`src/rtl/hcu_pkg.sv`:
```
// Shared constants for the hazard control unit: forwarding selects, FSM states, default widths.
package hcu_pkg;

   localparam int unsigned REG_AW_DEF = 4;

   localparam logic [1:0] FWD_RF  = 2'd0;
   localparam logic [1:0] FWD_MEM = 2'd1;
   localparam logic [1:0] FWD_WB  = 2'd2;

   localparam logic [0:0] StRun    = 1'b0;
   localparam logic [0:0] StLstall = 1'b1;

endpackage

```
`src/rtl/hcu_src_cmp.sv`:
```
// Per-operand comparator: does this ID source register match the EXE or MEM destination?
module hcu_src_cmp
   import hcu_pkg::*;
#(
   parameter int unsigned REG_AW = REG_AW_DEF
) (
   input  logic [REG_AW-1:0] src,
   input  logic              src_vld,
   input  logic [REG_AW-1:0] exe_dest,
   input  logic              exe_wb_en,
   input  logic [REG_AW-1:0] mem_dest,
   input  logic              mem_wb_en,
   output logic              match_exe,
   output logic              match_mem
);

   assign match_exe = src_vld & exe_wb_en & (src == exe_dest);
   assign match_mem = src_vld & mem_wb_en & (src == mem_dest);

endmodule

```
`src/rtl/hazard_control_unit.sv`:
```
// Hazard/forwarding controller for the 5-stage pipeline, placed beside ID.
// Define HCU_FORWARDING_EN for forwarding with FSM-timed load-use stalls; otherwise stall on any match.
module hazard_control_unit
   import hcu_pkg::*;
#(
   parameter int unsigned REG_AW       = REG_AW_DEF,
   parameter int unsigned NUM_SRC      = 3,
   parameter int unsigned LOAD_BUBBLES = 1
) (
   input  logic                      clk,
   input  logic                      rst,
   input  logic [NUM_SRC*REG_AW-1:0] id_src,
   input  logic [NUM_SRC-1:0]        id_src_vld,
   input  logic [REG_AW-1:0]         exe_dest,
   input  logic                      exe_wb_en,
   input  logic                      exe_mem_rd,
   input  logic [REG_AW-1:0]         mem_dest,
   input  logic                      mem_wb_en,
   input  logic                      branch_taken,
   input  logic                      mem_ready,
   output logic                      freeze,
   output logic                      stall,
   output logic                      flush,
   output logic [NUM_SRC*2-1:0]      fwd_sel,
   output logic                      hazard
);

   logic [NUM_SRC-1:0]   match_exe;
   logic [NUM_SRC-1:0]   match_mem;
   logic [0:0]           state_q, state_d;
   logic [2:0]           cnt_q, cnt_d;
   logic [NUM_SRC*2-1:0] fwd_q, fwd_d;
   logic                 freeze_raw, flush_raw, stall_raw;

   for (genvar i = 0; i < NUM_SRC; i++) begin : g_cmp
      hcu_src_cmp #(
         .REG_AW (REG_AW)
      ) u_cmp (
         .src       (id_src[i*REG_AW +: REG_AW]),
         .src_vld   (id_src_vld[i]),
         .exe_dest  (exe_dest),
         .exe_wb_en (exe_wb_en),
         .mem_dest  (mem_dest),
         .mem_wb_en (mem_wb_en),
         .match_exe (match_exe[i]),
         .match_mem (match_mem[i])
      );
   end

   assign freeze_raw = ~mem_ready;
   assign flush_raw  = mem_ready & branch_taken;

`ifdef HCU_FORWARDING_EN
   logic load_use;
   assign load_use  = exe_mem_rd & (|match_exe);
   // Flush wins over stall: the instruction in ID is on the wrong path.
   assign stall_raw = mem_ready & ~branch_taken & ((state_q == StLstall) | load_use);
`else
   logic unused_nofwd;
   assign unused_nofwd = exe_mem_rd ^ (LOAD_BUBBLES > 1);
   assign stall_raw    = mem_ready & ~branch_taken & ((|match_exe) | (|match_mem));
`endif

   always_comb begin
      state_d = state_q;
      cnt_d   = cnt_q;
      fwd_d   = fwd_q;
      if (freeze_raw) begin
         // Whole pipe holds while data memory is busy.
      end else if (flush_raw) begin
         state_d = StRun;
         cnt_d   = '0;
         fwd_d   = '0;
      end else begin
`ifdef HCU_FORWARDING_EN
         if (state_q == StRun) begin
            if (load_use && (LOAD_BUBBLES > 1)) begin
               state_d = StLstall;
               cnt_d   = 3'(LOAD_BUBBLES - 1);
            end
         end else begin
            cnt_d = cnt_q - 3'd1;
            if (cnt_q == 3'd1) begin
               state_d = StRun;
            end
         end
         if (stall_raw) begin
            fwd_d = '0;
         end else begin
            // EXE is the younger producer, so it beats MEM.
            for (int unsigned i = 0; i < NUM_SRC; i++) begin
               if (match_exe[i]) begin
                  fwd_d[2*i +: 2] = FWD_MEM;
               end else if (match_mem[i]) begin
                  fwd_d[2*i +: 2] = FWD_WB;
               end else begin
                  fwd_d[2*i +: 2] = FWD_RF;
               end
            end
         end
`endif
      end
   end

   always_ff @(posedge clk or negedge rst) begin
      if (!rst) begin
         state_q <= StRun;
         cnt_q   <= '0;
         fwd_q   <= '0;
      end else begin
         state_q <= state_d;
         cnt_q   <= cnt_d;
         fwd_q   <= fwd_d;
      end
   end

   assign freeze  = rst & freeze_raw;
   assign flush   = rst & flush_raw;
   assign stall   = rst & stall_raw;
   assign hazard  = stall;
   assign fwd_sel = fwd_q;

endmodule

```
`config.mk`:
```
export PLATFORM = sky130hd
export DESIGN_NAME = hazard_control_unit
export DESIGN_NICKNAME = d
export VERILOG_FILES = /design/src/rtl/hcu_pkg.sv /design/src/rtl/hcu_src_cmp.sv /design/src/rtl/hazard_control_unit.sv
export SDC_FILE = /design/constraint.sdc
export NUM_CORES = 1
export LEC_CHECK = 0
export ABC_AREA = 1
export ABC_CLOCK_PERIOD_IN_PS = 1200
export BUFFER_PORTS_ARGS = -buffer_cell sky130_fd_sc_hd__buf_2
export CAP_MARGIN = 10
export CORE_AREA = 2 2 41 43
export DETAILED_ROUTE_END_ITERATION = 7
export DIE_AREA = 0 0 43 45
export GPL_TIMING_DRIVEN = 0
export PLACE_DENSITY_LB_ADDON = 0.3
export SLEW_MARGIN = 20
export SYNTH_ARGS = -nofsm -noshare
export SYNTH_HDL_FRONTEND = slang
export SYNTH_HIERARCHICAL = 1
export SYNTH_SLANG_ARGS = --single-unit
```
`constraint.sdc`:
```
create_clock -name clk -period 1.2 [get_ports clk]
set_clock_uncertainty 0.05 [all_clocks]
set_input_delay 0.24 -clock clk [delete_from_list [all_inputs] [get_ports clk]]
set_output_delay 0.24 -clock clk [all_outputs]
set_load 0.01 [all_outputs]
```
# Word level (Yosys, flattened, before mapping)
# Index checks and enable logic that the tools add are counted.
# totals
input_bits	30
register_bits	0
elab_cells	29
# classes
n_bitwise	21
reduce_logical	2
eq_ne	6
# op_table
operator	n
4-bit equality test	6
1-bit AND	18
3-bit OR reduction	2
1-bit NOT	2
1-bit bitwise OR	1

# Depth between registers and ports, before layout
# Gate-level depths: netlist (run 1).
# logic_depth
word_depth	6
mapped_depth	11

# Cells and area by module
# Netlist (run 1), hierarchy kept.
# modules_own_cells
mod	cells_each	area_each_um2	n_inst	seq_area_each_um2
hcu_src_cmp	40	162.7	3	0.0
hazard_control_unit	20	105.1	1	0.0

# Least setup slack after synthesis (run 1)
# No wires, ideal clock.
# synth_timing
kind	in2out
start	input port id_src[4]
end	output port stall
t_arrival_ps	928
required_time_ps	910
stages	11
slack_ps	-18
cell_sequence	inv_2 > nand2_1 > nand2_1 > nor2_2 > nand2_1 > nor2_2 > nor2_1 > nand3_1 > nand2_1 > inv_1 > buf_4
# synth_via
elab_chain_cells	6
word_cells_on_any_way	9
# synth_rtl
element	line	source
start: declaration	hazard_control_unit.sv:12	input logic [NUM_SRC*REG_AW-1:0] id_src,
4-bit equality test	hcu_src_cmp.sv:18	assign match_mem = src_vld & mem_wb_en & (src == mem_dest);
1-bit AND	hcu_src_cmp.sv:18	
named net match_mem[1]	hazard_control_unit.sv:29	logic [NUM_SRC-1:0] match_mem;
3-bit OR reduction	hazard_control_unit.sv:61	assign stall_raw = mem_ready & ~branch_taken & ((|match_exe) | (|match_mem));
1-bit bitwise OR	hazard_control_unit.sv:61	
1-bit AND	hazard_control_unit.sv:61	
1-bit AND	hazard_control_unit.sv:119	assign stall = rst & stall_raw;
end: declaration	hazard_control_unit.sv:22	output logic stall,
# The timed path passes the listed nets, and every way through them passes these cells.

# Final worst setup path (run 1)
# layout_timing
start	input port exe_dest[0]
end	output port stall
# layout_via
elab_chain_cells	6
word_cells_on_any_way	10
# layout_rtl
element	line	source
start: declaration	hazard_control_unit.sv:14	input logic [REG_AW-1:0] exe_dest,
4-bit equality test	hcu_src_cmp.sv:17	assign match_exe = src_vld & exe_wb_en & (src == exe_dest);
1-bit AND	hcu_src_cmp.sv:17	
named net match_exe[2]	hazard_control_unit.sv:28	logic [NUM_SRC-1:0] match_exe;
3-bit OR reduction	hazard_control_unit.sv:61	
1-bit bitwise OR	hazard_control_unit.sv:61	
1-bit AND	hazard_control_unit.sv:61	
1-bit AND	hazard_control_unit.sv:119	
# The timed path passes the listed nets, and every way through them passes these cells.

==> results of run 1 <==
## synth_stat cells (all sizes together)
cell type / n / share of area
nand4: 6 / 0.063
nand2: 59 / 0.37
nand3: 1 / 0.0084
nor2: 33 / 0.25
conb: 1 / 0.0063
inv: 33 / 0.21
buf: 7 / 0.089
## what timing repair did
item | in CTS | in global routing
pin swaps | 16 | 19
hold endpoints to repair | 0 | 0
hold buffers | 0 | 0
endpoints found under the setup margin | 2 | 2
gates resized for setup | 25 | 27
## layout make-up
cell class,count,area (um^2)
Fill cell,141,529.3
Multi-Input combinational cell,105,485.5
Timing Repair Buffer,32,244.0
Inverter,33,136.4
Buffer,7,56.30
Tap cell,16,20.02
## routing by layer
metal	global-route usage	wire length (um)	vias to the layer above
li1	-	-	467
met1	0.1759	683	369
met2	0.3485	919	22
met3	0.008000	83	2
met4	0.01818	13	0
met5	0	0	-
## power by group through the flow
| stage | clock network [mW] | registers (mW) | logic (mW) |
|---|---|---|---|
| finish | 0 | 0 | 0.297 |
| global route | 0 | 0 | 0.327 |
| CTS | 0 | 0 | 0.265 |
| detailed placement | 0 | 0 | 0.236 |
| global placement | 0 | 0 | 0.231 |
| floorplan | 0 | 0 | 0.141 |
## cells by family after synthesis
logic type / Yosys count / share of synthesized area
other: 1 / 0.006323
and+or+nand+nor: 99 / 0.6962
buffers and inverters: 40 / 0.2975
## cells in the final DEF, fill, tap and decap left out, drive strengths merged
| cell | count |
|---|---|
| nand3 | 1 |
| nand4 | 6 |
| nor2 | 33 |
| buf | 39 |
| nand2 | 59 |
| conb | 6 |
| inv | 33 |
## worst max-delay path by stage
stage	startpoint	to	slack, ps	depth (start not counted)
floorplan	id_src[0]	stall	9	11
global placement	mem_dest[2]	stall	-280	13
global route	mem_dest[0]	stall	-350	11
CTS	id_src[8]	stall	-260	13
finish	exe_dest[0]	stall	-260	11
detailed placement	mem_dest[2]	stall	-310	13
## through the flow
| stage | setup TNS [ps] | hold slack (ps) |
|---|---|---|
| floorplan | 0 | 477.5 |
| global placement | -494.4 | 671.3 |
| detailed placement | -548.5 | 674.2 |
| CTS | -460.5 | 674.7 |
| global route | -636.9 | 690.9 |
| finish | -454.4 | 673.5 |
## critical path, stage by stage
cell and delay, ps:
buf_4 140, nor2_1 110, nor2_1 60, nand2_1 70, nor2_2 40, nor2_1 110, nand3_1 90, nand2_1 80
inv_2 40, buf_6 100, buf_6 110
==> results.md, run 1 <==
* Status: complete, but fails checks
* Violated checks: setup timing
* All-Layer GR Usage at 0.1615
* Largest net degree at the start of global routing at 7
* Final hold violation count at 0
* Max-slew violations at 0
* Syn Area/Cell at around 4.2 um^2
* Minimum clock period at between 1000 and 1500 ps
* Tot Pwr at just under 0.3 mW
* # nets final at between 200 and 250
* Crit path kind: input pin to primary output
* # diodes at 0
* Pre-antenna DRT Iters at 4
* Placement Cell Area at 795.8 um^2
* Fin crit share at 1.219
* Placed Cells at just under 200
* Starting Density at 0.4031
* Vias per inst at about 4.5
* Placement row count at 14
* Die area at just under 0.002 mm^2
* Logic pwr share at 1.000
* Clk pwr share at 0
* Grt total ovfl at 0
* Critical path fanouts, max at 6
* Initial DRC Count at 13
* Maximum vdd drop at 161.1 uV
* Detail Route Antenna Nets at 0
* Sequential-to-total area share from yosys stat at 0
* Non-Filler Instances at about 190
* WL per Instance at 8.808 um
* Distinct cell type count after synthesis at 9
* Design Area, Final at roughly 940 um^2
* Mapped Area at roughly 590 um^2
* Final HPWL DP at approximately 1300 um
* RSZ-0062 raised after global routing: true
* Worst hold path class: input pin to primary output
* Synthesized instance count at 140
* First-pass GRT wire length at roughly 2500 um
* Reg power frac at 0
* Post-route DRC violation count at 0
* Ys Warns at 6
* # Max-Cap Violations at 0
* Core ar. at around 0.0015 mm^2
* Cell internal pwr at between 0.1 and 0.15 mW
* Switch Pwr at 0.1580 mW
* Number of global-route vias before repair at 730
* WP data required at ~910 ps
* Synth-to-Final Area Change at 58.86%
* Hold path depth at 3
* Total number of vias at 860
* Postcts setup bufs at 0
* Setup ws final at -263.2 ps
* Port Buffers at 32
* Worst Hold Path EP: freeze
* Die outline height at ~45 um
* Clock Buffer Count at 0
* Fmax at around 680 MHz
* Reg area at 0 um^2
* Final Core Density at 0.6403
* Routability cong. at 0.8309
* WL final at 1700 um
* Endpoint class of the critical path: primary output
* Layout cells sized above 1 at 0.4802
* Leak pwr at about 0.60 nW
* Hold path startpoint: mem_ready
* Num sequential at 0
* Power Density at 315.0 mW/mm^2
* Antenna violations before repair at 0
* Final setup fails at 2
* Top Ports at 40
* Critical Path AT at 1170 ps
* Switch share at 0.5325
* Die Wd at between 40 and 50 um
* Pre-CTS WS at -311.3 ps
* Startpoint Class: input pin
Note: power is estimated with default switching activity, not from simulation.
==> inputs of run 2 (changes only) <==
--- a/config.mk
+++ b/config.mk
@@ -6,13 +6,12 @@
 export NUM_CORES = 1
 export LEC_CHECK = 0
 export ABC_AREA = 1
-export ABC_CLOCK_PERIOD_IN_PS = 1200
+export ABC_CLOCK_PERIOD_IN_PS = 1370
 export BUFFER_PORTS_ARGS = -buffer_cell sky130_fd_sc_hd__buf_2
 export CAP_MARGIN = 10
 export CORE_AREA = 2 2 41 43
 export DETAILED_ROUTE_END_ITERATION = 7
 export DIE_AREA = 0 0 43 45
-export GPL_TIMING_DRIVEN = 0
 export PLACE_DENSITY_LB_ADDON = 0.3
 export SLEW_MARGIN = 20
 export SYNTH_ARGS = -nofsm -noshare
==> constraint.sdc (replaced) <==
create_clock -name clk -period 1.37 [get_ports clk]
set_clock_uncertainty 0.05 [all_clocks]
set_input_delay 0.274 -clock clk [delete_from_list [all_inputs] [get_ports clk]]
set_output_delay 0.274 -clock clk [all_outputs]
set_load 0.01 [all_outputs]
==> run 2 against run 1 <==
The run still ends with setup timing left. Global-route usage down 1.3 points. Highest routed layer is now met3. Largest power group unchanged. Critical endpoint is now hazard. Hold slack improved by 71 ps. Setup slack gained 200 ps. Count of clock-buffer cells in the layout unchanged. Core utilization down 5.8 points. Sequential share of layout area stayed put. Via count decreased by 7.0%.
==> results.md, run 2 (same netlist as run 1, synthesis figures left out) <==
* Status: complete, but fails checks
* Violated checks: setup timing
* Die Wd at ~43 um
* Placement row count at 14
* # nets final at just over 200
* Pre-antenna DRT Iters at 4
* Commonest non-fill, non-tap cell in the layout: nand2_1
* Cell internal pwr at ~0.11 mW
* Most frequent cells in the layout: nand2_1, buf_2, nor2_1
* Grt total ovfl at 0
* Worst path cell trace: buf_8 > nand2_2 > nand2_2 > nor2_2 > nand2_1 > nor2_2 > nor2_1 > nand3_1 > nand2_1 > inv_1 > buf_2
* Switch share at 0.5459
* First-pass GRT wire length at around 2300 um
* Hold_buf cts at 0
* # Max-Cap Violations at 0
* Vias per inst at 4.301
* Core ar. at between 0.001 and 0.0015 mm^2
* Final HPWL DP at approximately 1300 um
* Reg area at 0 um^2
* Starting Density at 0.4031
* Die area at 0.001935 mm^2
* Maximum vdd drop at 136.2 uV
* Setup ws final at -63.53 ps
* Critical path fanouts, max at 6
* WP data required at 1050 ps
* Hold path depth at 3
* Worst hold path class: input pin to primary output
* Die outline height at 45 um
* Pre-CTS WS at -99.40 ps
* Critical Path AT at approximately 1100 ps
* Clock Buffer Count at 0
* Crit path kind: input pin to primary output
* # diodes at 0
* Post-route DRC violation count at 0
* Number of global-route vias before repair at 630
* Clk pwr share at 0
* Port Buffers at 32
* Largest net degree at the start of global routing at 7
* Logic pwr share at 1.000
* Synth-to-Final Area Change at 44.51%
* Routability cong. at roughly 0.8
* Final setup fails at 2
* Hold path startpoint: mem_ready
* Top Ports at 40
* CP max stage cell: buf_2
* Num sequential at 0
* Tot Pwr at roughly 0.23 mW
* Endpoint class of the critical path: primary output
* All-Layer GR Usage at 0.1481
* Detail Route Antenna Nets at 0
* Startpoint Class: input pin
* Reg power frac at 0
* WL final at 1518 um
* Switch Pwr at ~0.13 mW
* Timing startpoint of the critical path: mem_dest[0]
* Leak pwr at 0.5567 nW
* Initial DRC Count at 22
* Power Density at 270.4 mW/mm^2
* Fmax at 697.6 MHz
* Antenna violations before repair at 0
* Largest stage delay, worst path at 120 ps
* Layout cells sized above 1 at 0.4059
* RSZ-0062 raised after global routing: true
* Worst Hold Path EP: freeze
* Minimum clock period at 1434 ps
* Final hold violation count at 0
* WL per Instance at ~8.2 um
* Total number of vias at 800
* Max-slew violations at 0
* Fin crit share at 1.046
* Postcts setup bufs at 0
-- run 2: changes by cell type in the layout (fill, tap and decap cells not counted), sizes merged --
cell,change
buf,-7
-- run 2: worst max path at each step --
stage          slack, ps  endpoint  cells after the start
2_1_floorplan         80     stall                     11
3_3_place_gp         -90    hazard                     12
3_5_place_dp        -100     stall                     12
4_1_cts              -60     stall                     10
5_1_grt             -150    hazard                     12
6_report             -60    hazard                     11
-- run 2: area by class of cell --
cell class	instances	area, um^2
fill	169	614.3
multi-input combinational	105	465.4
tap	16	20.02
timing repair buffer	32	237.7
inverter	33	133.9
-- run 2: worst max-delay path, delay by kind of cell --
family        cells  cell delay (ps)
simple gates      8              550
buf+inv           3              280
-- run 2: repair_timing --
item	4_1_cts	5_1_grt
pin swaps	6	14
resized for setup	17	22
endpoints found under the setup margin	2	2
-- run 2: power by group through the flow --
stage / logic, mW / registers (mW) / clock network [mW]
after floorplan: 0.123 / 0 / 0
after global placement: 0.187 / 0 / 0
after detailed placement: 0.193 / 0 / 0
after CTS: 0.211 / 0 / 0
after global routing: 0.260 / 0 / 0
final: 0.232 / 0 / 0
-- run 2: through the flow --
| stage | area, um^2 | std cells | setup TNS [ps] | utilization | hold WS (ps) |
|---|---|---|---|---|---|
| after floorplan | 611.8 | 145 | 0 | - | 545.5 |
| after global placement | 739.5 | 186 | -177.5 | 0.5026 | 741.0 |
| after detailed placement | 739.5 | 186 | -198.1 | 0.5026 | 746.7 |
| after CTS | 793.3 | 186 | -124.1 | 0.5391 | 747.1 |
| after global routing | 857.1 | 186 | -301.6 | 0.5825 | 763.7 |
| final | 857.1 | 186 | -126.5 | 0.5825 | 744.3 |
-- run 2: per-layer routing --
metal	wire length [um]	vias up	global-route usage
li1	-	450	-
met1	662	330	0.1807
met2	756	20	0.3061
met3	99	0	0.004000
met4	0	0	0
met5	0	-	0
